[config.mk]
export PLATFORM = sky130hd
export DESIGN_NAME = err_metric_acc
export DESIGN_NICKNAME = d
export VERILOG_FILES = /design/src/rtl/err_metric_acc_pkg.sv /design/src/rtl/err_metric_acc_abs_err_calc.sv /design/src/rtl/err_metric_acc.sv
export SDC_FILE = /design/constraint.sdc
export NUM_CORES = 1
export LEC_CHECK = 0
export CORE_ASPECT_RATIO = 1.75
export CORE_MARGIN = 2
export CORE_UTILIZATION = 54
export DETAILED_ROUTE_END_ITERATION = 10
export GPL_ROUTABILITY_DRIVEN = 0
export PLACE_DENSITY_LB_ADDON = 0.05
export RECOVER_POWER = 25
export SLEW_MARGIN = 30
export SYNTH_ARGS = -nofsm -noshare
export SYNTH_HDL_FRONTEND = slang
export SYNTH_HIERARCHICAL = 1
export SYNTH_SLANG_ARGS = --single-unit
[constraint.sdc]
create_clock -name clk -period 3.3 [get_ports clk]
set_input_delay 0.66 -clock clk [delete_from_list [all_inputs] [get_ports clk]]
set_output_delay 0.66 -clock clk [all_outputs]
set_load 0.05 [all_outputs]
[src/rtl/err_metric_acc_pkg.sv]
// Shared types and width helpers for the approximate-circuit error evaluation blocks.
package err_eval_pkg;

    typedef enum logic [1:0] {
        IDLE = 2'd0,
        RUN  = 2'd1,
        DONE = 2'd2
    } state_t;

    localparam int DEF_W         = 3;
    localparam int DEF_N_SAMPLES = 16;

    // A run of at most 2**cnt_w - 1 samples, each contributing < 2**w, cannot overflow w + cnt_w bits.
    function automatic int sum_acc_width(input int w, input int cnt_w);
        return w + cnt_w;
    endfunction

    function automatic int sq_acc_width(input int w, input int cnt_w);
        return 2 * w + cnt_w;
    endfunction

endpackage

[src/rtl/err_metric_acc_abs_err_calc.sv]
// Combinational absolute difference between an exact and an approximate result word.
module abs_err_calc
    import err_eval_pkg::*;
#(
    parameter int W = DEF_W
) (
    input  logic [W-1:0] exact_val,
    input  logic [W-1:0] approx_val,
    output logic [W-1:0] d,
    output logic         nonzero
);

    logic [W:0] exact_ext;
    logic [W:0] approx_ext;
    logic [W:0] diff;

    assign exact_ext  = {1'b0, exact_val};
    assign approx_ext = {1'b0, approx_val};

    always_comb begin
        diff = '0;
        if (exact_ext >= approx_ext) begin
            diff = exact_ext - approx_ext;
        end else begin
            diff = approx_ext - exact_ext;
        end
    end

    // The magnitude always fits in W bits; the extra bit only carries the subtraction.
    assign d       = diff[W-1:0];
    assign nonzero = |diff;

endmodule

[src/rtl/err_metric_acc.sv]
// Accumulates error metrics (count, max, sum, optional sum of squares) over a fixed run of samples.
// Define ERR_METRIC_SQ_EN to add the sum_sq_err output and its multiplier.
module err_metric_acc
    import err_eval_pkg::*;
#(
    parameter int W         = DEF_W,
    parameter int N_SAMPLES = DEF_N_SAMPLES,
    parameter int CNT_W     = $clog2(N_SAMPLES + 1)
) (
    input  logic                                clk,
    input  logic                                rst_n,
    input  logic                                start,
    input  logic                                sample_valid,
    output logic                                sample_ready,
    input  logic [W-1:0]                        exact_val,
    input  logic [W-1:0]                        approx_val,
    output logic                                busy,
    output logic                                done,
    output logic [CNT_W-1:0]                    sample_cnt,
    output logic [CNT_W-1:0]                    err_cnt,
    output logic [W-1:0]                        max_abs_err,
    output logic [sum_acc_width(W, CNT_W)-1:0]  sum_abs_err
`ifdef ERR_METRIC_SQ_EN
    ,
    output logic [sq_acc_width(W, CNT_W)-1:0]   sum_sq_err
`endif
);

    localparam int SUM_W = sum_acc_width(W, CNT_W);
    localparam logic [CNT_W-1:0] LAST_IDX = CNT_W'(N_SAMPLES - 1);

    state_t         state;
    state_t         state_nxt;
    logic           accept;
    logic           clear;
    logic           last_sample;
    logic [W-1:0]   d;
    logic           nonzero;

    abs_err_calc #(
        .W (W)
    ) u_abs_err_calc (
        .exact_val  (exact_val),
        .approx_val (approx_val),
        .d          (d),
        .nonzero    (nonzero)
    );

    assign sample_ready = (state == RUN);
    assign busy         = (state == RUN);
    assign done         = (state == DONE);

    // A start in the same cycle as a sample wins: ready is low outside RUN, so nothing is accepted.
    assign accept      = sample_valid && sample_ready;
    assign clear       = start && (state != RUN);
    assign last_sample = (sample_cnt == LAST_IDX);

    always_ff @(posedge clk or negedge rst_n) begin
        if (!rst_n) begin
            state <= IDLE;
        end else begin
            state <= state_nxt;
        end
    end

    always_comb begin
        state_nxt = state;
        case (state)
            IDLE: begin
                if (start) begin
                    state_nxt = RUN;
                end
            end
            RUN: begin
                if (accept && last_sample) begin
                    state_nxt = DONE;
                end
            end
            DONE: begin
                if (start) begin
                    state_nxt = RUN;
                end
            end
            default: begin
                state_nxt = IDLE;
            end
        endcase
    end

    always_ff @(posedge clk or negedge rst_n) begin
        if (!rst_n) begin
            sample_cnt  <= '0;
            err_cnt     <= '0;
            max_abs_err <= '0;
            sum_abs_err <= '0;
        end else if (clear) begin
            sample_cnt  <= '0;
            err_cnt     <= '0;
            max_abs_err <= '0;
            sum_abs_err <= '0;
        end else if (accept) begin
            sample_cnt  <= sample_cnt + 1'b1;
            err_cnt     <= err_cnt + CNT_W'(nonzero);
            sum_abs_err <= sum_abs_err + SUM_W'(d);
            if (d > max_abs_err) begin
                max_abs_err <= d;
            end
        end
    end

`ifdef ERR_METRIC_SQ_EN
    localparam int SQ_W  = sq_acc_width(W, CNT_W);
    localparam int SQP_W = 2 * W;

    logic [SQP_W-1:0] d_sq;

    assign d_sq = SQP_W'(d) * SQP_W'(d);

    always_ff @(posedge clk or negedge rst_n) begin
        if (!rst_n) begin
            sum_sq_err <= '0;
        end else if (clear) begin
            sum_sq_err <= '0;
        end else if (accept) begin
            sum_sq_err <= sum_sq_err + SQ_W'(d_sq);
        end
    end
`endif

endmodule

==> summary.md, run 1 <==
| Metric | Value |
|---|---|
| Most frequent standard cell in the layout excluding fill and tap cells | sky130_fd_sc_hd__clkdlybuf4s50_1 |
| Worst Tran Pin Value | about 1.2 ns |
| Vias in the first global route | between 1000 and 1500 |
| Clock sink count | 23 |
| Post-synthesis to final-layout area growth | 36.8% |
| Number of standard-cell rows in the floorplan | 25 |
| Start of the worst register-to-register path | sum_abs_err[0]$_DFFE_PN0P_ |
| Maximum vdd ir drop | about 0.68 mV |
| Global-route wire length before repair | about 6100 um |
| Sequential area share after synthesis | between 30 and 40% |
| Number of maximum-capacitance violations | 0 |
| Max-slew headroom at the worst pin | approximately a fifth |
| End point of the most critical hold path | err_cnt[4]$_DFFE_PN0P_ |
| Count of non-filler cells in the finished layout | 226 |
| Max-slew violation total from the final report | 0 |
| GR met3 Demand/Resource | roughly 4.3% |
| Filler cells | between 150 and 200 |
| Dominant cell type by area after synthesis | sky130_fd_sc_hd__dfrtp_1 |
| Initial DRC count | 20 |
| Final period demand of the worst path | 3.22 ns |
| Effective utilization at floorplan | 56.8% |
| Ratio of cells with drive above 1 in the final layout | ~22% |
| Post-detailed-route wirelength per cell | ~16 um |
| Antenna-violating nets left | 0 |
| Die area | approximately 3300 um^2 |
| Portion of synthesized cell area occupied by the leading cell type | between 30% and 40% |
| Hold violation count in the final report | 0 |
| Setup slack, reg-to-reg | ~1.7 ns |
| Type of the worst setup path | input pin to register |
| Synth Register Bits | 23 |
| CTS root buf | sky130_fd_sc_hd__clkbuf_8 |
| Commonest cells after routing, fill and taps aside | sky130_fd_sc_hd__clkdlybuf4s50_1 (30), sky130_fd_sc_hd__dfrtp_1 (23), sky130_fd_sc_hd__buf_4 (16) |
| Utilization after layout | 77.7% |
| Placed Instances | roughly 220 |
| Antenna fix cells | 0 |
| Initial antenna violation count | 0 |
| Req. time, crit path | between 3 and 4 ns |
| Count of final setup violators | 0 |
| Port Buf Inserts | 33 |
| Length of the first detailed-routing pass in iterations | 4 |
| Clock Tree Buf Depth | 2 |
| Crit path launch type | input pin |
| Setup TNS | 0 ns |
| Clock-pin slew on the worst setup and hold paths | 0.08 ns |
| Worst Path Max Fanout | 4 |
| Power density over the cells | around 900 nW/um^2 |
| Mapped Nets | 176 |
| Pleak | between 0.001 and 0.0015 uW |
| Number of levels in the clock H-tree | 1 |
| Count of mapped cells out of synthesis | approximately 150 |
| Cell types with the largest area share after synthesis | sky130_fd_sc_hd__dfrtp_1 (37%), sky130_fd_sc_hd__ha_1 (13%), sky130_fd_sc_hd__fa_1 (5.2%) |
| EDFF count, synth | 0 |
| Global route total overflow | 0 |
| Cell Area, Synth | between 1500 and 2000 um^2 |
| Yosys Warn Count | 6 |
| Hold buffers post-CTS | 0 |
| Average vias per placed instance | 5.53 |
| Height of the chip | roughly 75 um |
| Achievable frequency | roughly 0.31 GHz |
| Floorplan Core Area | ~2700 um^2 |
| Endpoint type of the worst setup path | register |
| End of the worst register-to-register path | sum_abs_err[6]$_DFFE_PN0P_ |
| Average cell area after synthesis | approximately 11 um^2 |
| Width of the die | roughly 44 um |
| Worst hold path startpoint | err_cnt[4]$_DFFE_PN0P_ |
| Sum of net half-perimeters after detailed placement | around 2800 um |
| Post-route fraction of the period consumed by the critical path | 97.6% |
| Outcome | completed |
| Count of distinct cell types in the synthesized netlist | 39 |
| GRT Max-Usage Layer | met2 |
| Number of cell instances on the worst register-to-register path | 7 |
| Worst hold path class | register to register |
| FFs w/ async S/R, synth | between 90% and 100% |
| Most used flip-flop cell after synthesis | sky130_fd_sc_hd__dfrtp_1 |
| Hold Path Stages | 1 |
| Clock insertion delay at the later pin of the skew report | roughly 0.26 ns |
| Number of nets in the layout | 230 |
| Routed Wire Length | about 3700 um |
| Clock tree from TritonCTS | yes |
| I/O pin total | 34 |
| Remaining design rule violation count | 0 |
| Total power of the final layout | approximately 1900 uW |
| Critical path arrival | roughly 3.4 ns |
| GRT Resource Usage Total | between 20% and 30% |
| Layout Skew | between 0.004 and 0.005 ns |
| Total CTS buffers | 3 |
| Pin count of the biggest net entering global routing | 24 |
| Met1 capacity usage during global routing | between 20% and 30% |
| Met2 Use GR | a little under half |
| Overall via count from detail_route | between 1000 and 1500 |
## synth_stat cells (2+ instances only)
cell	count
sky130_fd_sc_hd__a21oi_1	6
sky130_fd_sc_hd__a22o_1	6
sky130_fd_sc_hd__and3_1	2
sky130_fd_sc_hd__buf_6	2
sky130_fd_sc_hd__dfrtp_1	23
sky130_fd_sc_hd__fa_1	4
sky130_fd_sc_hd__ha_1	16
sky130_fd_sc_hd__inv_1	18
sky130_fd_sc_hd__mux2_2	2
sky130_fd_sc_hd__mux2i_1	5
sky130_fd_sc_hd__nand2_1	10
sky130_fd_sc_hd__nand3_1	6
sky130_fd_sc_hd__nand4_1	3
sky130_fd_sc_hd__nor2_1	8
sky130_fd_sc_hd__nor2b_1	2
sky130_fd_sc_hd__o211ai_1	2
sky130_fd_sc_hd__o21ai_0	2
sky130_fd_sc_hd__o21ai_1	2
sky130_fd_sc_hd__o2bb2ai_1	2
sky130_fd_sc_hd__xnor2_1	2
sky130_fd_sc_hd__xor2_1	5
## critical path: stages
cell	delay, ns
sky130_fd_sc_hd__clkdlybuf4s50_1	0.45
sky130_fd_sc_hd__inv_1	0.12
sky130_fd_sc_hd__fa_2	0.20
sky130_fd_sc_hd__inv_2	0.04
sky130_fd_sc_hd__fa_2	0.38
sky130_fd_sc_hd__a31oi_4	0.24
sky130_fd_sc_hd__buf_6	0.14
sky130_fd_sc_hd__o22ai_4	0.08
sky130_fd_sc_hd__a2111o_1	0.38
sky130_fd_sc_hd__ha_2	0.20
sky130_fd_sc_hd__ha_1	0.19
sky130_fd_sc_hd__nand2_1	0.08
sky130_fd_sc_hd__xor2_1	0.17
sky130_fd_sc_hd__nor2_1	0.06
## report_power, final
group | switching [uW] | leakage, uW | internal (uW) | total (uW)
clock | 87.0 | 0.0000228 | 86.1 | 173
sequential | 113 | 0.000291 | 393 | 506
combinational | 725 | 0.000707 | 493 | 1220
## worst max-delay path by stage
stage | startpoint | to | slack, ns | cells past startpoint
floorplan | exact_val[0] | sum_abs_err[4]$_DFFE_PN0P_ | 0.22 | 13
global route | exact_val[1] | err_cnt[2]$_DFFE_PN0P_ | -0.005 | 14
detailed placement | exact_val[0] | sum_abs_err[6]$_DFFE_PN0P_ | -0.38 | 14
global placement | approx_val[0] | sum_abs_err[6]$_DFFE_PN0P_ | -0.33 | 13
CTS | exact_val[0] | sum_abs_err[7]$_DFFE_PN0P_ | 0.02 | 15
finish | exact_val[1] | err_cnt[2]$_DFFE_PN0P_ | 0.08 | 14
## per-stage QoR
step                      hold slack, ns  instance area, um^2  setup slack, ns
final                              0.490                 2110           0.0785
after global routing               0.522                 2110         -0.00532
after CTS                          0.494                 2080           0.0204
after detailed placement           0.480                 1990           -0.381
after global placement             0.461                 1990           -0.332
after floorplan                    0.364                 1550            0.222
## cell type report
cell class	count	area, um^2	share of cell area, %
repair buffers	52	482	22.8
flip-flops and latches	23	576	27.2
multi-input cells	102	911	43.1
well taps	27	33.8	1.60
inverters	18	67.6	3.20
clock buffers	4	45.0	2.13
## cell families (layout without fill, tap and decap cells)
| logic type | count (synthesis) | after routing | synth area share [%] |
|---|---|---|---|
| fa+ha+maj | 20 | 20 | 18.1 |
| mux | 8 | 8 | 5.67 |
| compound gates | 26 | 26 | 13.2 |
| flops | 23 | 23 | 37.2 |
| xor+xnor | 7 | 7 | 3.97 |
| simple gates | 41 | 41 | 15.5 |
| buf+inv | 21 | 74 | 6.32 |
## repair_timing
item	CTS	global route
buffers inserted	2	2
pin swaps	2	4
cloned	0	0
gates resized for setup	8	9
setup endpoints to repair	10	12
## metal layers
| layer | wire, um | up-vias |
|---|---|---|
| met5 | 0 | - |
| met4 | 116 | 0 |
| met3 | 115 | 8 |
| met2 | 2100 | 26 |
| met1 | 1350 | 609 |
| li1 | - | 606 |
## flip-flops by register name (all words and copies together) (netlist names)
signal / cells
err_cnt: 5
max_abs_err: 3
sample_cnt: 5
state: 2
sum_abs_err: 8
Note: power is estimated with default switching activity, not from simulation.
==> run 2: changes to the inputs <==
--- a/config.mk
+++ b/config.mk
@@ -5,9 +5,11 @@
 export SDC_FILE = /design/constraint.sdc
 export NUM_CORES = 1
 export LEC_CHECK = 0
+export CELL_PAD_IN_SITES_DETAIL_PLACEMENT = 1
+export CELL_PAD_IN_SITES_GLOBAL_PLACEMENT = 1
 export CORE_ASPECT_RATIO = 1.75
 export CORE_MARGIN = 2
-export CORE_UTILIZATION = 54
+export CORE_UTILIZATION = 42
 export DETAILED_ROUTE_END_ITERATION = 10
 export GPL_ROUTABILITY_DRIVEN = 0
 export PLACE_DENSITY_LB_ADDON = 0.05
==> run 2 against run 1 <==
  * Utilization down 17 points
  * Global-route usage down 3.4 points
  * Worst hold slack worse by 0.00055 ns
  * Register-to-register slack worse by 0.21 ns
  * Die area up 26%
  * Worst setup slack better by 0.018 ns
  * Sequential share of layout area down 0.68 points
  * Non-clock buffer count up 1
  * Combinational power about the same
  * Cell area up 2.5%
  * Largest power group unchanged
  * Highest routed layer unchanged
==> summary.md, run 2 (synthesized netlist as in run 1, its figures left out) <==
| Metric | Value |
|---|---|
| Antenna fix cells | 0 |
| Vias in the first global route | ~1400 |
| Hold buffers post-CTS | 0 |
| Max-slew headroom at the worst pin | between 10% and 20% |
| Outcome | completed |
| Portion of total power attributed to sequential cells | 26.2% |
| Height of the chip | about 84 um |
| Number of maximum-capacitance violations | 0 |
| Average vias per placed instance | 5.24 |
| Post-route fraction of the period consumed by the critical path | 97.1% |
| Clock tree from TritonCTS | yes |
| NetSw | 964 uW |
| Global route total overflow | 0 |
| Largest registers | sum_abs_err: 8 flops, err_cnt: 5 flops, sample_cnt: 5 flops |
| Metal1 wirelength | 1480 um |
| Number of standard-cell rows in the floorplan | 29 |
| Number of nets in the layout | roughly 230 |
| Number of levels in the clock H-tree | 1 |
| Post-detailed-route wirelength per cell | roughly 18 um |
| GRT Resource Usage Total | a little over a fifth |
| Pleak | ~0.001 uW |
| I/O pin total | 34 |
| Critical path arrival | approximately 3.4 ns |
| Initial DRC count | 23 |
| Setup TNS | 0 ns |
| Setup slack, reg-to-reg | approximately 1.5 ns |
| Hold Path Stages | 1 |
| Start of the worst register-to-register path | state[1]$_DFFE_PN0P_ |
| Worst Hold Margin | between 0.4 and 0.5 ns |
| Maximum vdd ir drop | 0.619 mV |
| Type of the worst setup path | input pin to register |
| Commonest cells after routing, fill and taps aside | sky130_fd_sc_hd__clkdlybuf4s50_1 (30), sky130_fd_sc_hd__dfrtp_1 (23), sky130_fd_sc_hd__buf_4 (18) |
| Overall via count from detail_route | 1289 |
| Clock-pin slew on the worst setup and hold paths | around 0.080 ns |
| Antenna-violating nets left | 0 |
| End point of the most critical hold path | sum_abs_err[7]$_DFFE_PN0P_ |
| Pin count of the biggest net entering global routing | 24 |
| Internal power consumption | around 1000 uW |
| Detailed-routed wire length on met2 | 2650 um |
| Max-slew violation total from the final report | 0 |
| Number of cell instances on the worst register-to-register path | 3 |
| Most frequent standard cell in the layout excluding fill and tap cells | sky130_fd_sc_hd__clkdlybuf4s50_1 |
| Routed Wire Length | about 4300 um |
| Met3 layer wire length in the routed design | ~120 um |
| Comb pwr share | about 64% |
| Global-route wire length before repair | ~6800 um |
| Power density over the cells | between 800 and 900 nW/um^2 |
| Effective utilization at floorplan | 43.0% |
| Count of non-filler cells in the finished layout | 246 |
| Post-synthesis to final-layout area growth | 40.3% |
| Width of the die | 49.9 um |
| CTS root buf | sky130_fd_sc_hd__clkbuf_8 |
| Port Buf Inserts | 33 |
| Crit path launch type | input pin |
| Die area | 4200 um^2 |
| Net switching fraction of the power | between 40 and 50% |
| Sum of net half-perimeters after detailed placement | between 3000 and 4000 um |
| Clock sink count | 23 |
| Worst hold path startpoint | sum_abs_err[7]$_DFFE_PN0P_ |
| Topmost layer with routed signal wires | met4 |
| Count of final setup violators | 0 |
| Floorplan Core Area | about 3600 um^2 |
| Worst Tran Pin Value | roughly 1.3 ns |
| Worst Path Max Fanout | 3 |
| Largest Register | sum_abs_err |
| Worst hold path class | register to register |
| Total CTS buffers | 3 |
| Achievable frequency | between 0.3 and 0.4 GHz |
| End of the worst register-to-register path | max_abs_err[2]$_DFFE_PN0P_ |
| Clock Tree Buf Depth | 2 |
| Endpoint type of the worst setup path | register |
| Share of total power in the clock network | a little under a tenth |
| Ratio of cells with drive above 1 in the final layout | 24.5% |
| Total power of the final layout | 1950 uW |
| Hold violation count in the final report | 0 |
| Initial antenna violation count | 0 |
| Filler cells | between 300 and 400 |
| Clock insertion delay at the later pin of the skew report | roughly 0.28 ns |
| Placed Instances | 239 |
| Final period demand of the worst path | around 3.2 ns |
| Remaining design rule violation count | 0 |
| Req. time, crit path | around 3.5 ns |
| Layout Skew | between 0.009 and 0.01 ns |
| Length of the first detailed-routing pass in iterations | 4 |
| Max FFs per register | 8 |
==> run 2: cell types whose count changed in the layout (fill, tap and decap cells not counted), sizes merged <==
| cell | previous run | this run |
|---|---|---|
| clkinv | 0 | 1 |
| buf | 18 | 19 |
| clkbuf | 5 | 4 |
==> run 2: final cells by class <==
type / count / area (um^2) / area share [%]
inverters: 18 / 67.6 / 3.12
clock buffers: 3 / 41.3 / 1.90
clock inverters: 1 / 5.00 / 0.231
multi-input cells: 102 / 936 / 43.2
repair buffers: 53 / 485 / 22.4
flip-flops and latches: 23 / 576 / 26.5
well taps: 46 / 57.6 / 2.65
==> run 2: power by group through the flow <==
stage	registers [uW]	logic (uW)	clock network, uW
4_1_cts	507	1220	189
3_3_place_gp	501	1150	0
3_5_place_dp	511	1190	0
2_1_floorplan	857	420	0
5_1_grt	527	1340	204
6_report	511	1250	183
==> run 2: how the worst max path moves through the flow <==
stage | startpoint | end | slack, ns | cells after the start
global route | exact_val[1] | sum_abs_err[6]$_DFFE_PN0P_ | -0.004 | 13
detailed placement | exact_val[0] | max_abs_err[2]$_DFFE_PN0P_ | -0.48 | 14
global placement | exact_val[0] | max_abs_err[2]$_DFFE_PN0P_ | -0.38 | 14
CTS | exact_val[0] | max_abs_err[2]$_DFFE_PN0P_ | -0.01 | 13
finish | exact_val[1] | sum_abs_err[6]$_DFFE_PN0P_ | 0.1 | 13
floorplan | exact_val[0] | sum_abs_err[4]$_DFFE_PN0P_ | 0.22 | 13
==> run 2: through the flow <==
stage                     util, %  instance area (um^2)  setup slack [ns]
after detailed placement     56.5                  2030            -0.479
after global routing         60.4                  2170          -0.00445
after global placement       56.5                  2030            -0.377
after floorplan                 -                  1550             0.222
after CTS                    58.4                  2100           -0.0133
final                        60.4                  2170            0.0970
==> run 2: what timing repair did <==
| action | 4_1_cts | 5_1_grt |
|---|---|---|
| pin swaps | 1 | 6 |
| hold endpoints to repair | 0 | 0 |
| buffers inserted | 0 | 3 |
| endpoints found under the setup margin | 12 | 12 |
| resized for setup | 8 | 11 |
==> run 2: worst max-delay path, cell delays in order <==
cell                              delay (ns)
sky130_fd_sc_hd__clkdlybuf4s50_1        0.44
sky130_fd_sc_hd__inv_2                  0.10
sky130_fd_sc_hd__fa_2                   0.21
sky130_fd_sc_hd__inv_2                  0.04
sky130_fd_sc_hd__fa_2                   0.39
sky130_fd_sc_hd__a31oi_4                0.21
sky130_fd_sc_hd__mux2i_2                0.28
sky130_fd_sc_hd__inv_2                  0.08
sky130_fd_sc_hd__fa_2                   0.38
sky130_fd_sc_hd__nor2b_2                0.14
sky130_fd_sc_hd__o211ai_1               0.12
sky130_fd_sc_hd__xor2_1                 0.24
sky130_fd_sc_hd__nor2_1                 0.06
==> run 2: per-layer routing <==
metal	track usage, %	vias up
met2	44.5	25
met1	20.2	650
met5	0	-
met3	3.02	6
met4	9.60	0
li1	-	608
